$ cat src/rtl/mem_stage_pkg.sv
// mem_stage_pkg
// Shared definitions for the memory-stage controller: controller state
// encoding and the data-path word width.
package mem_stage_pkg;

    localparam int WORD_W = 16;

    // Controller states. ERR is terminal until reset.
    typedef enum logic [1:0] {
        IDLE = 2'd0,
        REQ  = 2'd1,
        WAIT = 2'd2,
        ERR  = 2'd3
    } state_t;

endpackage

$ cat src/rtl/mem_timeout_cnt.sv
// mem_timeout_cnt
// Wait counter for an outstanding memory access. Cleared when a request is
// launched and advanced once per request/wait cycle. tc flags the last
// cycle the controller may still accept a completion.
//
// Ports:
//   clk  in   clock
//   rst  in   synchronous active-high reset
//   clr  in   restart count at zero
//   en   in   advance count by one
//   tc   out  count has reached MAX_WAIT-1
module mem_timeout_cnt #(
    parameter int MAX_WAIT = 16,
    parameter int CNT_W    = 5
) (
    input  logic clk,
    input  logic rst,
    input  logic clr,
    input  logic en,
    output logic tc
);

    logic [CNT_W-1:0] cnt;

    always_ff @(posedge clk) begin
        if (rst) begin
            cnt <= '0;
        end else if (clr) begin
            cnt <= '0;
        end else if (en) begin
            cnt <= cnt + 1'b1;
        end
    end

    assign tc = (cnt == CNT_W'(MAX_WAIT - 1));

endmodule

$ cat src/rtl/mem_stage_ctrl.sv
// mem_stage_ctrl
// Memory-stage controller behind the execute-stage ALU. Non-memory ops are
// passed straight through as a writeback beat; loads/stores are launched to
// a stalling data memory and the execute stage is held until the access
// completes. Unaligned accesses, read+write conflicts and memory timeouts
// park the controller in a sticky error state until reset.
//
// Ports:
//   clk, rst                 clock, synchronous active-high reset
//   ex_valid / ex_ready      execute-stage handshake
//   ex_alu_out               address for memory ops, else writeback value
//   ex_wdata                 store data
//   ex_mem_read/ex_mem_write op is a load / store
//   mem_addr, mem_wdata      registered memory address / write data
//   mem_rd, mem_wr           memory read / write request
//   mem_busy                 memory cannot take the request this cycle
//   mem_done, mem_rdata      access complete, load data
//   wb_valid                 one-cycle writeback beat
//   wb_data, wb_is_load      beat payload, beat carries load data
//   err                      sticky fault flag
module mem_stage_ctrl
    import mem_stage_pkg::*;
#(
    parameter int MAX_WAIT = 16,
    parameter int CNT_W    = 5
) (
    input  logic              clk,
    input  logic              rst,
    input  logic              ex_valid,
    output logic              ex_ready,
    input  logic [WORD_W-1:0] ex_alu_out,
    input  logic [WORD_W-1:0] ex_wdata,
    input  logic              ex_mem_read,
    input  logic              ex_mem_write,
    output logic [WORD_W-1:0] mem_addr,
    output logic [WORD_W-1:0] mem_wdata,
    output logic              mem_rd,
    output logic              mem_wr,
    input  logic              mem_busy,
    input  logic              mem_done,
    input  logic [WORD_W-1:0] mem_rdata,
    output logic              wb_valid,
    output logic [WORD_W-1:0] wb_data,
    output logic              wb_is_load,
    output logic              err
);

    state_t state;
    logic   ld_q;       // outstanding access is a load
    logic   cnt_clr;
    logic   cnt_en;
    logic   cnt_tc;
    logic   is_mem;
    logic   done_ok;

    // Request strobes decode from flops only so they are glitch-free.
    assign ex_ready = (state == IDLE);
    assign mem_rd   = (state == REQ) &&  ld_q;
    assign mem_wr   = (state == REQ) && !ld_q;

    assign is_mem  = ex_mem_read || ex_mem_write;

    // While busy the memory has not taken the request, so a done in that
    // cycle cannot belong to it.
    assign done_ok = ((state == REQ) && !mem_busy && mem_done) ||
                     ((state == WAIT) && mem_done);

    assign cnt_clr = ex_valid && ex_ready && is_mem;
    assign cnt_en  = (state == REQ) || (state == WAIT);

    mem_timeout_cnt #(
        .MAX_WAIT (MAX_WAIT),
        .CNT_W    (CNT_W)
    ) u_timeout (
        .clk (clk),
        .rst (rst),
        .clr (cnt_clr),
        .en  (cnt_en),
        .tc  (cnt_tc)
    );

    always_ff @(posedge clk) begin
        if (rst) begin
            state      <= IDLE;
            ld_q       <= 1'b0;
            mem_addr   <= '0;
            mem_wdata  <= '0;
            wb_valid   <= 1'b0;
            wb_data    <= '0;
            wb_is_load <= 1'b0;
            err        <= 1'b0;
        end else begin
            wb_valid <= 1'b0;
            unique case (state)
                IDLE: begin
                    if (ex_valid) begin
                        if (!is_mem) begin
                            wb_valid   <= 1'b1;
                            wb_data    <= ex_alu_out;
                            wb_is_load <= 1'b0;
                        end else if ((ex_mem_read && ex_mem_write) || ex_alu_out[0]) begin
                            state <= ERR;
                            err   <= 1'b1;
                        end else begin
                            mem_addr  <= ex_alu_out;
                            mem_wdata <= ex_wdata;
                            ld_q      <= ex_mem_read;
                            state     <= REQ;
                        end
                    end
                end
                REQ, WAIT: begin
                    // Completion takes priority over a timeout in the same cycle.
                    if (done_ok) begin
                        wb_valid   <= 1'b1;
                        wb_data    <= ld_q ? mem_rdata : mem_addr;
                        wb_is_load <= ld_q;
                        state      <= IDLE;
                    end else if (cnt_tc) begin
                        state <= ERR;
                        err   <= 1'b1;
                    end else if ((state == REQ) && !mem_busy) begin
                        state <= WAIT;
                    end
                end
                ERR: begin
                    err <= 1'b1;
                end
                default: state <= ERR;
            endcase
        end
    end

endmodule
$ cat config.mk
export PLATFORM = sky130hd
export DESIGN_NAME = mem_stage_ctrl
export DESIGN_NICKNAME = d
export VERILOG_FILES = /design/src/rtl/mem_stage_pkg.sv /design/src/rtl/mem_timeout_cnt.sv /design/src/rtl/mem_stage_ctrl.sv
export SDC_FILE = /design/constraint.sdc
export NUM_CORES = 1
export LEC_CHECK = 0
export CORE_UTILIZATION = 45
export CTS_BUF_LIST = sky130_fd_sc_hd__clkbuf_4 sky130_fd_sc_hd__clkbuf_8
export DETAILED_ROUTE_END_ITERATION = 12
export GPL_TIMING_DRIVEN = 0
export PLACE_DENSITY = 0.83
export SLEW_MARGIN = 20
export SYNTH_ARGS = -nofsm -noshare
export SYNTH_HDL_FRONTEND = slang
export SYNTH_HIERARCHICAL = 1
export SYNTH_SLANG_ARGS = --single-unit
$ cat constraint.sdc
create_clock -name clk -period 4.5 [get_ports clk]
set_input_delay 0.9 -clock clk [delete_from_list [all_inputs] [get_ports clk]]
set_output_delay 0.9 -clock clk [all_outputs]
set_load 0.01 [all_outputs]
Word-level counts from Yosys, hierarchy flattened

Cells that the tools add are included.
W data, S select, Z words.

Register bits: 59
Input port bits: 55
Output and inout port bits: 54
Word-level logic and storage cells: 71

Add/subtract/negate cells: 1
Eq/ne operators: 12
Mux-type cells: 26
Bitwise logic cells: 1
Reduce and logical (&&, ||, !) cells: 22

Operators with widths:

| kind                  | number |
|---|---|
| $mux W16              | 4 |
| $pmux W16 S2          | 1 |
| $mux W2               | 6 |
| $reduce_and A4 Y1     | 3 |
| $mux W1               | 11 |
| $ne A2 B2 Y1 const B  | 5 |
| $logic_and A1 B1 Y1   | 8 |
| $add A5 B1 Y5 const B | 1 |
| $eq A5 B4 Y1 const B  | 1 |
| $reduce_and A5 Y1     | 1 |
| $eq A2 B2 Y1 const B  | 2 |
| $logic_or A1 B1 Y1    | 4 |
| $ne A2 B1 Y1 const B  | 2 |
| $ne A4 B4 Y1 const B  | 1 |
| $pmux W1 S2           | 2 |
| $pmux W2 S2           | 1 |
| $reduce_or A2 Y1      | 2 |
| $pmux W1 S3           | 1 |
| $eq A2 B1 Y1 const B  | 1 |
| $logic_not A1 Y1      | 2 |
| $logic_not A2 Y1      | 1 |
| $reduce_bool A2 Y1    | 1 |
| $not A1 Y1            | 1 |

Logic depth before layout (Yosys ltp)

Gate-level depths: netlist of the first run.

Depth in word-level cells: 6
Mapped depth: 8

Hierarchy

The synthesis of the first run kept the hierarchy.

By module, submodules not included:

| module          | times used | cells an instance | area an instance (um^2) | sequential area each (um^2) |
|---|---|---|---|---|
| mem_stage_ctrl  | 1          | 306               | 2,496.1                 | 1,081.0 |
| mem_timeout_cnt | 1          | 24                | 257.7                   | 100.1 |

Worst setup path before layout of the first run

OpenSTA, ideal clock, no wires.

Kind: input to register
Start point: in mem_busy
End point: reg wb_data[10]
Arrival: 1.830 ns
Data required time: 4.430 ns
Setup slack: 2.599 ns
Stages: 5
Buffers on the path: 1
Cell sequence: nand2b_1 > a21oi_1 > buf_4 > o2111ai_1 > a21oi_1

Word-level cells in the longest chain between the ends: 6

Ends and longest elaborated chain:

| what                              | line                  | RTL |
|---|---|---|
| start, declared                   | mem_stage_ctrl.sv:39  | `input logic mem_busy,` |
| $logic_not A1 Y1                  | mem_stage_ctrl.sv:65  | `assign done_ok = ((state == REQ) && !mem_busy && mem_done) \|\|` |
| $logic_and A1 B1 Y1 (2 in series) | mem_stage_ctrl.sv:65  |  |
| $logic_or A1 B1 Y1                | mem_stage_ctrl.sv:65  |  |
| $ne A2 B2 Y1 (no line)            | -                     |  |
| $reduce_and A4 Y1 (no line)       | -                     |  |
| end signal, assigned              | mem_stage_ctrl.sv:99  | `wb_data <= ex_alu_out;` |
| end signal, assigned              | mem_stage_ctrl.sv:116 | `wb_data <= ld_q ? mem_rdata : mem_addr;` |
| end, declared                     | mem_stage_ctrl.sv:43  | `output logic [WORD_W-1:0] wb_data,` |

No other way between the ends.
A chain may end at the register's enable or synchronous reset.

Worst setup path after layout of the first run

Start point: reg state[0]
End point: out ex_ready

Word-level cells in the longest chain between the ends: 1

Ends and longest elaborated chain:

| what                   | line                  | RTL |
|---|---|---|
| start, declared        | mem_stage_ctrl.sv:48  | `state_t state;` |
| start signal, assigned | mem_stage_ctrl.sv:84  | `state <= IDLE;` |
| start signal, assigned | mem_stage_ctrl.sv:102 | `state <= ERR;` |
| start signal, assigned | mem_stage_ctrl.sv:108 | `state <= REQ;` |
| $logic_not A2 Y1       | mem_stage_ctrl.sv:57  | `assign ex_ready = (state == IDLE);` |
| end, declared          | mem_stage_ctrl.sv:30  | `output logic ex_ready,` |

No other way between the ends.

==> flow_summary.toml, run 1 <==
[run_status]
status = "completed"

[clock_network]
cts-resized-gates = 0
cts_setup_buffers = 0
clk_path_buf_depth = 2
clkTransAtPathRegs_ns = 0.06
cts_buffers = 9
cts_tree = "done"
clock-sinks = 59
htree_levels = 3
root_buffer = "clkbuf_8"
cts_hold_buf = 0
clk_latency_ns = 0.34

[timing]
grt_setup_unrepaired = "false"
min_period_ns = 2.58
skew_ns = 0.00702
fin_crit_sh = 0.573
hold_viol_final = 0
setup-violations-final = 0
relSlewSlack = 0.592
finalSetupTns_ns = 0
fin_ws_ns = 1.92
tightestPinTransition_ns = 0.612
finalMaxSlewViolations = 0
clock.fmax_mhz = 388

[synthesis]
synth_edf_count = 0
synthDistinctLibCells = 44
synth_area_um2 = 2750
synthCells = 330
yosys.area.top_type = "dfxtp_1"
synth_top_area_frac = 0.429
syn_nets = 391
synthArstFlopShare = 0
syn_area_per_cell_um2 = 8.35
ys.warnings.count = 6
synth_area_leaders = "dfxtp_1 43%, nand2_1 11%, a21oi_1 9.6%, mux2i_1 6.2%, o2111ai_1 5.1%"
yosys_most_used_dff = "dfxtp_1"
seq_area_frac_synth = 0.429
synth.most_common_cell = "nand2_1"
yosys-top-cells-count = "82 x nand2_1, 59 x dfxtp_1, 53 x a21oi_1, 17 x mux2i_1, 16 x o2111ai_1"
synth_seq_cells = 59

[global_routing]
top_usage_layer = "met2"
grt_pass1_wl_um = 12000
met1_usage = 0.298
grt_remaining_overflow = 0
met2_usage = 0.415
grt_use_met3 = 0.0557
grt_max_degree = 11
gr-usage-all-layers = 0.247
first_global_vias = 2598
antenna_found_initial = 0

[setup_path]
end_kind = "primary output"
cp_data_required_time_ns = 3.60
arrival_ns = 1.68
crit_type = "reg -> out"
critPathLaunchType = "flip-flop"
path_max_fanout = 7

[floorplan]
die_height_um = 80.2
core-area_um2 = 5920
ioPinCount = 109
die_w_um = 80.2
placementRows = 28
dieArea_um2 = 6440
start_util = 0.465

[power]
p_leak_nw = 1.45
peakVddDrop_v = 0.000391
power_density_nw_per_um2 = 574

[drt]
totalWireLength_um = 7650
drtAntennaViolNets = 0
drc = 0
drtIter0Drc = 111
vias = 2807
vias_per_cell = 5.31
first_pass_iters = 5
wire_per_inst_um = 14.5

[final_layout]
num-nets-final = 510
nFillCells = 482
regArea_um2 = 1180
area_growth_pct = 49.8
multiInputGateArea_um2 = 1400
diodes = 0
drive_gt1_frac = 0.0793

[place]
place_ws_ns = 1.83
place.gp.congestion = 0.791
hpwl_um = 5560
io_buffers = 108

[hold_path]
hp-class = "reg -> reg"

[flow_run]
cap_viol_max_count = 0
[power by group]
group	switching, mW	internal, mW
sequential	0.0691	0.632
combinational	0.678	0.510
clock	0.204	0.274
[cell type report]
class / count / area share
buffer: 24 / 0.0370
clock buffer: 11 / 0.0352
clock inverter: 5 / 0.0127
inverter: 5 / 0.00455
multi-input combinational: 242 / 0.340
sequential: 59 / 0.286
tap: 75 / 0.0227
timing repair buffer: 108 / 0.262
[critical path, cell delays in order, from the launching register on]
cell,delay [ns]
dfxtp_1,0.35
inv_1,0.09
ha_1,0.31
clkdlybuf4s50_1,0.59
[cells in the final DEF (no fill, tap or decap), types with 2 or more instances in the layout]
master             n
a21o_1             2
a21oi_1           53
buf_2              5
buf_6              7
clkbuf_1          10
clkbuf_8          10
clkdlybuf4s50_1  108
clkinv_2           3
dfxtp_1           59
ha_1               6
inv_1              5
mux2i_1           17
nand2_1           82
nand2b_1           4
nand4_1            2
nor2_1             6
nor2b_1            6
nor3_1             4
nor3b_1            2
o2111ai_1         16
o21ai_0           10
o21ai_1            8
xnor2_1            2
[state kept, by name, indices dropped and copies added, names as in the netlist]
register	flops
err	1
mem_wdata	16
ld_q	1
wb_is_load	1
wb_data	16
mem_addr	16
wb_valid	1
state	2
u_timeout/cnt	5
[final timing paths]
path	endpoint	cells after the start	startpoint	slack, ns
setup reg to reg	wb_data[11]$_SDFFE_PP0P_	7	state[0]$_SDFFE_PP0P_	2.34
hold reg to reg	mem_wdata[1]$_SDFFE_PP0P_	2	mem_wdata[1]$_SDFFE_PP0P_	0.46
hold / removal	mem_wdata[1]$_SDFFE_PP0P_	2	mem_wdata[1]$_SDFFE_PP0P_	0.46
setup / recovery	ex_ready	3	state[0]$_SDFFE_PP0P_	1.92
[kinds of logic after synthesis]
kind of cell               synth area share
DFF                                   0.429
and+or+nand+nor                       0.187
adders and majority gates            0.0309
buffers and inverters                0.0622
AOI/OAI and AO/OA                     0.217
xor gates and xnor gates            0.00636
muxes                                0.0672
[metrics by stage]
| stage | cell area (µm²) | power, mW | utilization | hold slack [ns] | std cells |
|---|---|---|---|---|---|
| 6_report | 4130 | 2.37 | 0.697 | 0.455 | 529 |
| 5_1_grt | 4130 | 2.52 | 0.697 | 0.478 | 529 |
| 4_1_cts | 4130 | 2.37 | 0.697 | 0.455 | 529 |
| 3_5_place_dp | 3930 | 1.88 | 0.664 | 0.446 | 513 |
| 3_3_place_gp | 3930 | 1.86 | 0.664 | 0.441 | 513 |
| 2_1_floorplan | 2750 | 1.43 | - | 0.481 | 330 |
[metal layers]
layer  up-vias  share of wire
met1      1295           0.44
li1       1397              -
met4         0          0.019
met5         -              0
met3        13          0.071
met2       102           0.47
No activity file was read; power rests on OpenSTA's default activity.
==> run 2: changes to the inputs <==
clock period = 2.6 ns   (was 4.5 ns; I/O delays follow)
==> results of run 2 <==
The final DEF is identical to that of run 1. Status: completed.
Main changes from that run: setup slack after placement 1.83 ns -> 0.310 ns; setup slack after layout 1.92 ns -> 0.402 ns; register-to-register setup slack 2.34 ns -> 0.44 ns; total power 2.37 mW -> 4.10 mW; worst IR drop on VDD 0.000391 V -> 0.000676 V
==> run 3: changes to the inputs <==
CORE_UTILIZATION = 41   (was 45)
PLACE_DENSITY = 0.79   (was 0.83)
clock period = 1.86 ns   (was 2.6 ns; I/O delays follow)
==> flow_summary.toml, run 3 (synthesis gave the netlist of run 1 again) <==
[final_layout]
drive_gt1_frac = 0.114
layout_common_cells = "105 x clkdlybuf4s50_1, 82 x nand2_1, 57 x dfxtp_1"
stdcell_area_um2 = 4210
num-nets-final = 512
final_common_cell = "clkdlybuf4s50_1"
multiInputGateArea_um2 = 1460
regArea_um2 = 1180
final_util = 0.656
area_growth_pct = 53.0
nFillCells = 549
largest_registers = "mem_addr: 16 flops, mem_wdata: 16 flops, wb_data: 16 flops"
diodes = 0

[drt]
first_pass_iters = 9
drtAntennaViolNets = 0
wire_per_inst_um = 14.8
vias_per_cell = 5.34
vias = 2846
totalWireLength_um = 7900
drc = 18
drtIter0Drc = 189

[flow_run]
cap_viol_max_count = 0

[run_status]
status = "complete, but fails checks"
violations = "design-rule violations"

[global_routing]
gr-usage-all-layers = 0.228
grt_remaining_overflow = 0
antenna_found_initial = 0
grt_max_degree = 11
first_global_vias = 2715
grt_pass1_wl_um = 12700

[floorplan]
die_w_um = 84.0
start_util = 0.429
placementRows = 29
core-area_um2 = 6420
ioPinCount = 109
die_height_um = 84.0
dieArea_um2 = 7050

[power]
peakVddDrop_v = 0.000713
p_total_mw = 6.03
intPower_mw = 3.61
p_leak_nw = 1.49
p_comb_frac = 0.527
p_sw_mw = 2.41
p_seq_frac = 0.280
power_density_nw_per_um2 = 1430
p_clk_frac = 0.193
swShare = 0.401

[clock_network]
root_buffer = "clkbuf_8"
cts_hold_buf = 0
htree_levels = 3
clk_path_buf_depth = 2
clock-sinks = 59
cts_tree = "done"
clkTransAtPathRegs_ns = 0.06
cts_buffers = 9
clk_latency_ns = 0.33

[place]
dpl_cell_area_um2 = 3930
place.gp.congestion = 0.854
hpwl_um = 5670
io_buffers = 108

[timing]
whs_ns = 0.453
hold_viol_final = 0
tightestPinTransition_ns = 0.536
relSlewSlack = 0.642
setup-violations-final = 0
clock.fmax_mhz = 568
min_period_ns = 1.76
finalMaxSlewViolations = 0
grt_setup_unrepaired = "false"
skew_ns = 0.00768
fin_crit_sh = 0.947
finalSetupTns_ns = 0

[setup_path]
path_max_fanout = 4
critPathLaunchType = "flip-flop"
crit_type = "reg -> out"
end_kind = "primary output"
cp_data_required_time_ns = 1.49
rrSetupSlack_ns = 0.12
arrival_ns = 1.39

[hold_path]
hp-class = "reg -> reg"
[run 3: cell types whose count changed in the layout (fill, tap and decap cells not counted), sizes merged]
| cell | previous run | this run |
|---|---|---|
| buf | 14 | 16 |
| clkdlybuf4s15 | 0 | 2 |
| clkdlybuf4s50 | 108 | 105 |
| dlygate4sd2 | 0 | 1 |
[run 3: worst paths after layout]
kind                            depth (start not counted)                       from                        end
worst max register to register                          7      state[0]$_SDFFE_PP0P_    wb_data[7]$_SDFFE_PP0P_
worst min register to register                          2  mem_wdata[7]$_SDFFE_PP0P_  mem_wdata[7]$_SDFFE_PP0P_
worst max-delay path                                    4      state[1]$_SDFFE_PP0P_                     mem_wr
worst min-delay path                                    2  mem_wdata[7]$_SDFFE_PP0P_  mem_wdata[7]$_SDFFE_PP0P_
[run 3: through the flow]
step	worst slack, ns	cells
after detailed placement	-0.319	515
final	0.0982	533
after CTS	-0.00956	531
after floorplan	0.124	330
after global routing	0.00441	533
after global placement	-0.283	515
[run 3: per-layer routing]
| metal | vias up | track usage | part of all wire |
|---|---|---|---|
| met3 | 19 | 0.0534 | 0.083 |
| li1 | 1411 | - | - |
| met1 | 1276 | 0.280 | 0.41 |
| met5 | - | 0 | 0 |
| met4 | 0 | 0.108 | 0.024 |
| met2 | 140 | 0.376 | 0.48 |
[run 3: power groups by stage]
stage,Sequential [mW],Combinational [mW],Clock [mW]
4_1_cts,1.68,2.95,1.18
5_1_grt,1.72,3.43,1.25
3_5_place_dp,1.71,2.85,0
2_1_floorplan,1.79,1.68,0
3_3_place_gp,1.70,2.81,0
6_report,1.69,3.18,1.16
[run 3: cell type report]
type	instances	share of cell area
Clock inverter	5	0.0125
Multi-Input combinational cell	242	0.347
Inverter	5	0.00445
Buffer	24	0.0383
Clock buffer	11	0.0344
Tap cell	77	0.0229
Timing Repair Buffer	110	0.260
Sequential cell	59	0.281
[run 3: repair_timing]
item	in CTS	in global routing
gates resized for setup	13	13
setup buffers	0	2
setup endpoints to repair	23	28
pin swaps	0	1
[run 3: worst max-delay path, cell delays in order, from the launching register on]
cell and delay, ns:
dfxtp_2 0.34, inv_1 0.12, ha_2 0.22, nor2b_1 0.13, clkdlybuf4s15_1 0.26
